===== src/rtl/c_element_array.sv =====
// -----------------------------------------------------------------------------
// c_element_array
// Clocked array of WIDTH independent N_IN-input Muller C-elements, used as the
// handshake join / completion primitive of the synchronous emulation of the
// async pipeline control.
//
// Each lane sets when every input selected by PLUS_MASK is 1 and clears when
// every input selected by MINUS_MASK is 0; otherwise it holds. Only the
// condition that matters for the current state is looked at, so a lane with
// disjoint masks and both conditions true toggles every enabled cycle.
// A per-lane watchdog raises a sticky err bit when the masked inputs of a lane
// stay in disagreement for TIMEOUT enabled cycles (TIMEOUT = 0 disables it).
//
// Ports
//   clk      : clock
//   rst      : synchronous active-high reset (wins over en and err_clr)
//   en       : 1 = evaluate lanes; 0 = hold state/counters, pulses forced to 0
//   in       : lane-major inputs, lane i input j at bit i*N_IN+j
//   err_clr  : clears every err bit and watchdog counter (s is untouched)
//   s        : registered C-element outputs
//   rise     : one-cycle pulse, lane went 0->1 (same cycle the new s appears)
//   fall     : one-cycle pulse, lane went 1->0 (same cycle the new s appears)
//   all_set  : &s (combinational)
//   all_clr  : ~|s (combinational)
//   err      : sticky per-lane watchdog flag
// -----------------------------------------------------------------------------
module c_element_array #(
  parameter int              WIDTH      = 4,
  parameter int              N_IN       = 2,
  parameter logic [WIDTH-1:0] INIT      = '0,
  parameter logic [N_IN-1:0] PLUS_MASK  = '1,
  parameter logic [N_IN-1:0] MINUS_MASK = '1,
  parameter int              TIMEOUT    = 16
) (
  input  logic                  clk,
  input  logic                  rst,
  input  logic                  en,
  input  logic [WIDTH*N_IN-1:0] in,
  input  logic                  err_clr,
  output logic [WIDTH-1:0]      s,
  output logic [WIDTH-1:0]      rise,
  output logic [WIDTH-1:0]      fall,
  output logic                  all_set,
  output logic                  all_clr,
  output logic [WIDTH-1:0]      err
);

  // A zero TIMEOUT still needs a legal (1-bit) counter type; it is held at 0.
  localparam int             CW      = (TIMEOUT > 0) ? $clog2(TIMEOUT + 1) : 1;
  localparam logic [CW-1:0]  CNT_MAX = CW'(TIMEOUT);
  localparam logic [N_IN-1:0] WD_MASK = PLUS_MASK | MINUS_MASK;
  localparam bit             WD_ON   = (TIMEOUT > 0);

  // Set condition: every plus-participating input is 1.
  function automatic logic lane_set(input logic [N_IN-1:0] x);
    return &(x | ~PLUS_MASK);
  endfunction

  // Clear condition: every minus-participating input is 0.
  function automatic logic lane_clr(input logic [N_IN-1:0] x);
    return &(~x | ~MINUS_MASK);
  endfunction

  // Disagreement: the inputs under either mask are neither all 1 nor all 0.
  function automatic logic lane_pending(input logic [N_IN-1:0] x);
    return ~(&(x | ~WD_MASK)) & ~(&(~x | ~WD_MASK));
  endfunction

  logic [WIDTH-1:0] s_r;
  logic [WIDTH-1:0] rise_r;
  logic [WIDTH-1:0] fall_r;
  logic [WIDTH-1:0] err_r;
  logic [CW-1:0]    cnt_r [WIDTH];

  logic [WIDTH-1:0] s_nxt_s;
  logic [WIDTH-1:0] rise_nxt_s;
  logic [WIDTH-1:0] fall_nxt_s;
  logic [WIDTH-1:0] err_nxt_s;
  logic [CW-1:0]    cnt_nxt_s [WIDTH];
  logic [N_IN-1:0]  x_s;

  // Next-state computation for every lane: C-element state, pulses, watchdog.
  always_comb begin
    s_nxt_s    = s_r;
    rise_nxt_s = {WIDTH{1'b0}};
    fall_nxt_s = {WIDTH{1'b0}};
    err_nxt_s  = err_r;
    x_s        = {N_IN{1'b0}};
    for (int i = 0; i < WIDTH; i++) begin
      cnt_nxt_s[i] = cnt_r[i];
    end

    for (int i = 0; i < WIDTH; i++) begin
      x_s = in[i*N_IN +: N_IN];

      // C-element: a set lane only looks at the clear condition and vice versa.
      if (en) begin
        if (s_r[i]) begin
          s_nxt_s[i]    = ~lane_clr(x_s);
          fall_nxt_s[i] = lane_clr(x_s);
        end else begin
          s_nxt_s[i]    = lane_set(x_s);
          rise_nxt_s[i] = lane_set(x_s);
        end
      end else begin
        s_nxt_s[i] = s_r[i];
      end

      // Watchdog: err samples the registered count, so it appears one cycle
      // after the count reaches CNT_MAX; err_clr beats a coincident timeout.
      if (!WD_ON) begin
        cnt_nxt_s[i] = {CW{1'b0}};
        err_nxt_s[i] = 1'b0;
      end else if (err_clr) begin
        cnt_nxt_s[i] = {CW{1'b0}};
        err_nxt_s[i] = 1'b0;
      end else if (en) begin
        if (cnt_r[i] == CNT_MAX) begin
          err_nxt_s[i] = 1'b1;
        end else begin
          err_nxt_s[i] = err_r[i];
        end
        if (!lane_pending(x_s)) begin
          cnt_nxt_s[i] = {CW{1'b0}};
        end else if (cnt_r[i] == CNT_MAX) begin
          cnt_nxt_s[i] = cnt_r[i];
        end else begin
          cnt_nxt_s[i] = cnt_r[i] + CW'(1'b1);
        end
      end else begin
        cnt_nxt_s[i] = cnt_r[i];
        err_nxt_s[i] = err_r[i];
      end
    end
  end

  // State registers with synchronous reset; reset drops any pending transition.
  always_ff @(posedge clk) begin
    if (rst) begin
      s_r    <= INIT;
      rise_r <= {WIDTH{1'b0}};
      fall_r <= {WIDTH{1'b0}};
      err_r  <= {WIDTH{1'b0}};
      for (int i = 0; i < WIDTH; i++) begin
        cnt_r[i] <= {CW{1'b0}};
      end
    end else begin
      s_r    <= s_nxt_s;
      rise_r <= rise_nxt_s;
      fall_r <= fall_nxt_s;
      err_r  <= err_nxt_s;
      for (int i = 0; i < WIDTH; i++) begin
        cnt_r[i] <= cnt_nxt_s[i];
      end
    end
  end

  assign s       = s_r;
  assign rise    = rise_r;
  assign fall    = fall_r;
  assign err     = err_r;
  assign all_set = &s_r;
  assign all_clr = ~|s_r;

endmodule

===== config.mk =====
export PLATFORM = sky130hd
export DESIGN_NAME = c_element_array
export DESIGN_NICKNAME = d
export VERILOG_FILES = /design/src/rtl/c_element_array.sv
export SDC_FILE = /design/constraint.sdc
export NUM_CORES = 1
export LEC_CHECK = 0
export ABC_AREA = 1
export CELL_PAD_IN_SITES_DETAIL_PLACEMENT = 1
export CELL_PAD_IN_SITES_GLOBAL_PLACEMENT = 1
export CORE_UTILIZATION = 25
export CTS_CLUSTER_DIAMETER = 100
export CTS_CLUSTER_SIZE = 25
export DETAILED_ROUTE_END_ITERATION = 6
export PLACE_DENSITY_LB_ADDON = 0.3
export REMOVE_ABC_BUFFERS = 1
export SLEW_MARGIN = 15
export SYNTH_ARGS = -nofsm -noshare
export SYNTH_HDL_FRONTEND = slang
export SYNTH_SLANG_ARGS = --single-unit

===== constraint.sdc =====
create_clock -name clk -period 1.5 [get_ports clk]
set_input_delay 0.375 -clock clk [delete_from_list [all_inputs] [get_ports clk]]
set_output_delay 0.375 -clock clk [all_outputs]
set_load 0.02 [all_outputs]

* After elaboration in Yosys (flattened, before gate mapping)
Memory sizes are Yosys's and may differ from the RTL's.
Index checks and enable logic that the tools add are counted.
** Word-level totals
- Logic and storage cells :: 98
- Memory bits (read-only) :: 0
- Bits in latches :: 0
- Register bits :: 16
- Output and inout bits :: 18
- Memories kept :: 1
- RAM bits :: 20
- Bits of input ports :: 12
** Cells by class
- $mul :: 0
- Shift-type cells :: 0
- $add $sub $neg :: 4
- Eq/ne operators :: 4
- Reduce and logical (&&, ||, !) cells :: 24
- Multiplexer cells :: 27
- Div/mod/pow operators :: 0
- Magnitude comparators :: 0
- Bitwise logic cells :: 25
** Memories
- cnt_r :: words 4, bits a word 5, read ports 4, clocked after memory_dff 0, write ports 4, line 73 : logic [CW-1:0] cnt_r [WIDTH];
** Operators by type and width (number)
- $mux 5 :: 20
- $reduce_and 2->1 :: 12
- $reduce_or 3->1 :: 8
- $add 5x1->5 const B :: 4
- $eq 5x5->1 const B :: 4
- $not 1->1 :: 13
- $not 2->2 :: 4
- $mux 1 :: 7
- $and 1x1->1 :: 4
- $or 1x1->1 :: 4
- $reduce_and 4->1 :: 1
- $reduce_or 4->1 :: 1
- $reduce_or 2->1 :: 1
- $logic_not 1->1 :: 1

* Logic depth before layout (Yosys ltp)
Gate-level depths: netlist of run 1.
- Depth after elaboration :: 8
- Gate-level depth with buffers :: 9
- Depth with buffers taken out :: 9

* Worst setup path after synthesis of run 1
OpenSTA, ideal clock, no wires.
- Path kind :: register to output
- Start :: register s_r[3], in the netlist s[3]
- End :: output port all_clr
- Arrival :: 1146 ps
- Setup slack :: -21 ps
- Stages on the path, launching flop included :: 2
- Data required time :: 1125 ps
- Path through :: dfxtp_1 -> nor4_1
** Between the ends
- Word-level cells in the longest chain between the ends :: 2
** Ends and longest elaborated chain
- start: declaration :: line 69 : logic [WIDTH-1:0] s_r;
- start signal: assignment :: line 148 : s_r <= s_nxt_s;
- $reduce_or 4->1 :: line 163 : assign all_clr = ~|s_r;
- $logic_not 1->1 :: line 163
- end: declaration :: line 44 : output logic all_clr,
Every way passes these cells.

* Final worst setup path of run 1
- Start :: register s_r[0], in the netlist s[0]
- End :: output port all_clr
The elaborated chain is that of the path after synthesis.

==> metrics, run 1 <==
final estimated routing congestion in global placement just under 0.8; # DRC 0; mux contribution to synthesized area 0%; yosys synthesis warning count 0; most common cell in the synthesized netlist nand2_1; Remaining Overflow, GRT 0; max-slew headroom at the worst pin between 80% and 90%; endpoint class of the critical path output port; share of Yosys cell area claimed by the top area cell type a little over a third; final hold violations 0; HPWL after detailed placement between 4 and 5 mm; Worst Setup Path Type reg2out; startpoint types register; violated checks setup timing; count of non-filler cells in the finished layout between 400 and 500; Final Critical Period 1520 ps; post-route clock period utilization 101%; die extent in x 92.0 um; ranking of synthesized cells by area dfxtp_1 (36%), nand2_1 (10%), ha_1 (9.9%); placement row count 32; most area-hungry cell type in the Yosys netlist dfxtp_1; most instantiated cells after synthesis nand2_1 (54), inv_1 (53), dfxtp_1 (36); Post-synth ARST share 0%; later-pin clock latency in the skew report roughly 290 ps; wire length of the first global-routing pass 8.99 mm; CTS tree done; simple-gate share of the synthesized area about a third; unrepaired setup endpoints after global routing yes; vias in the first global route 1971; initial cell density of the core between 20% and 30%; synthesized instance count between 200 and 300; Post-synth EDFFs 0; largest family of logic cells by synthesized area simple AND/OR/NAND/NOR gates; highest clock frequency the design can meet approximately 0.66 GHz; number of port buffers 29; fraction of layout instances using a drive strength above 1 25.0%; share of synthesized cell area in full adder, half adder and majority cells about 10%; clock-pin slew on the worst setup and hold paths roughly 80 ps; total number of nets in the final design roughly 370; total setup violations reported at the end of the flow 1; sequential fraction of the synthesis area between 30% and 40%; H-tree lvl count 2; Root Buffer Master clkbuf_8; complex-gate fraction of the synthesized area around 8.2%; Pre-Repair DR Iteration Count 4; Total Die Area ~8500 um2; fraction of synthesized cell area in xor and xnor cells 0%; WHS ~450 ps; Hold-fix buffers, CTS 0; post-synthesis cell area 2030 um2; wire length after detailed routing around 5.5 mm; area of all placed cells without fillers about 2900 um2; worst clock skew about 7 ps; PnR Total Power around 0.0026 W; antenna violations before repair 0; CP Data Required Time around 1100 ps; aggregate negative setup slack -17.7 ps; die outline height approximately 92 um; Antenna Diode Count 0; worst ir drop on vdd 308 uV; Floorplan Core Area approximately 7800 um2; count of pins over their slew limit 0; count of routing violations after the opening detailed-route iteration 52; leak pwr ~1.4 nW; Yosys cell types 22; PnR worst setup slack -17.7 ps; register bit count reported by yosys 36; maximum fanout count along the critical path 4; placed cell count around 440; Synth Area per Inst around 7.2 um2; Global Route Usage Sum approximately an eighth; pin count of the biggest net entering global routing 25; HP Class reg2reg; placed standard-cell area 2620 um2; synthesis-to-layout area growth 43.4%; via count of the routed design 1940; number of clock sinks 36; critical path arrival between 1000 and 1500 ps; number of buffers inserted during clock tree synthesis 5; drt via density around 4.3; remaining antenna violation count after routing 0; areal power density over the cells ~900 nW/um2; number of maximum-capacitance violations 0; I/O pin cnt 30; Top FF cell, synth dfxtp_1; number of fill cells 966; worst slew pin tran around 240 ps; result of the run complete, but fails checks; detailed-route wire length per cell around 12 um; Max Root-Sink Buffers 2
-- path summary, 6_finish.rpt --
check | startpoint | endpoint | slack [ps] | depth (start not counted)
setup / recovery | s[0] | all_clr | -20 | 2
hold / removal | err[1] | err[1] | 450 | 2
setup reg to reg | cnt_r[1][1] | cnt_r[1][0] | 190 | 8
hold reg to reg | err[1] | err[1] | 450 | 2
-- cell families (layout without fill, tap and decap cells) --
family | Yosys count | count (layout)
AND/OR/NAND/NOR | 139 | 139
buffers and inverters | 64 | 125
flip-flops | 36 | 36
AO/OA/AOI/OAI | 28 | 28
adder cells (fa/ha/maj) | 16 | 16
-- cell type report --
class | instances | area, um2 | share of cell area [%]
multi-input combinational | 183 | 1140 | 39.4
tap | 102 | 128 | 4.39
inverter | 57 | 214 | 7.36
clock inverter | 3 | 90.1 | 3.10
sequential | 36 | 736 | 25.3
clock buffer | 5 | 68.8 | 2.37
timing repair buffer | 60 | 526 | 18.1
-- critical path, cell delays in order, from the launching register on --
cell	delay, ps
dfxtp_4	380
nor4_4	290
buf_4	190
-- through the flow --
stage,util (%),setup slack [ps]
6_report,37.4,-17.7
4_1_cts,36.0,1.26
3_5_place_dp,33.7,-369
3_3_place_gp,33.7,-316
2_1_floorplan,-,-21.1
5_1_grt,37.4,-58.4
-- metal layers --
| metal | vias to the layer above | global-route usage, % | wire (um) |
|---|---|---|---|
| met1 | 897 | 16.5 | 2570 |
| met2 | 30 | 22.9 | 2650 |
| met5 | - | 0 | 0 |
| li1 | 1011 | - | - |
| met4 | 0 | 2.73 | 33 |
| met3 | 2 | 3.32 | 205 |
-- flip-flops by register name, summed over array words and instances (netlist names) --
name and cells:
s 4, rise 4, err 4, cnt_r 20, fall 4
-- report_power, final --
| group | total [W] | switching (W) | internal [W] |
|---|---|---|---|
| Combinational | 0.000406 | 0.000216 | 0.000190 |
| Clock | 0.00121 | 0.000381 | 0.000832 |
| Sequential | 0.00100 | 0.0000246 | 0.000976 |
-- cell usage in the layout, fill, tap and decap left out, types with 3 or more instances in the layout --
cell type         n
nand2_1          53
inv_1            51
dfxtp_1          32
nor2_1           31
buf_4            31
nand3_1          25
ha_1             12
dlygate4sd2_1    12
o21ai_0          11
nand4_1           8
a21oi_1           8
clkdlybuf4s50_1   8
inv_2             6
a21oi_2           5
clkbuf_8          5
nand2_4           4
nor2_2            4
ha_4              4
dfxtp_4           4
nor3_2            3
a31o_2            3
nand3_4           3
nor3_1            3
bufinv_16         3
dlymetal6s2s_1    3
clkdlybuf4s15_2   3
-- repair_timing --
| item | in CTS | in global routing |
|---|---|---|
| pin swaps | 0 | 7 |
| endpoints found under the setup margin | 23 | 18 |
| gates resized for setup | 40 | 28 |
| setup buffers | 0 | 0 |
(Power assumes the default switching activity.)
==> run 2: changes to the inputs <==
--- a/config.mk
+++ b/config.mk
@@ -14,7 +14,6 @@
 export DETAILED_ROUTE_END_ITERATION = 6
 export PLACE_DENSITY_LB_ADDON = 0.3
 export REMOVE_ABC_BUFFERS = 1
-export SLEW_MARGIN = 15
 export SYNTH_ARGS = -nofsm -noshare
 export SYNTH_HDL_FRONTEND = slang
 export SYNTH_SLANG_ARGS = --single-unit
==> results of run 2 <==
The final DEF is identical to that of run 1; final timing and power are the same.
==> run 3: changes to the inputs <==
--- a/config.mk
+++ b/config.mk
@@ -14,6 +14,7 @@
 export DETAILED_ROUTE_END_ITERATION = 6
 export PLACE_DENSITY_LB_ADDON = 0.3
 export REMOVE_ABC_BUFFERS = 1
+export SLEW_MARGIN = 40
 export SYNTH_ARGS = -nofsm -noshare
 export SYNTH_HDL_FRONTEND = slang
 export SYNTH_SLANG_ARGS = --single-unit
==> results of run 3 <==
The final DEF is identical to that of run 1; final timing and power are the same.
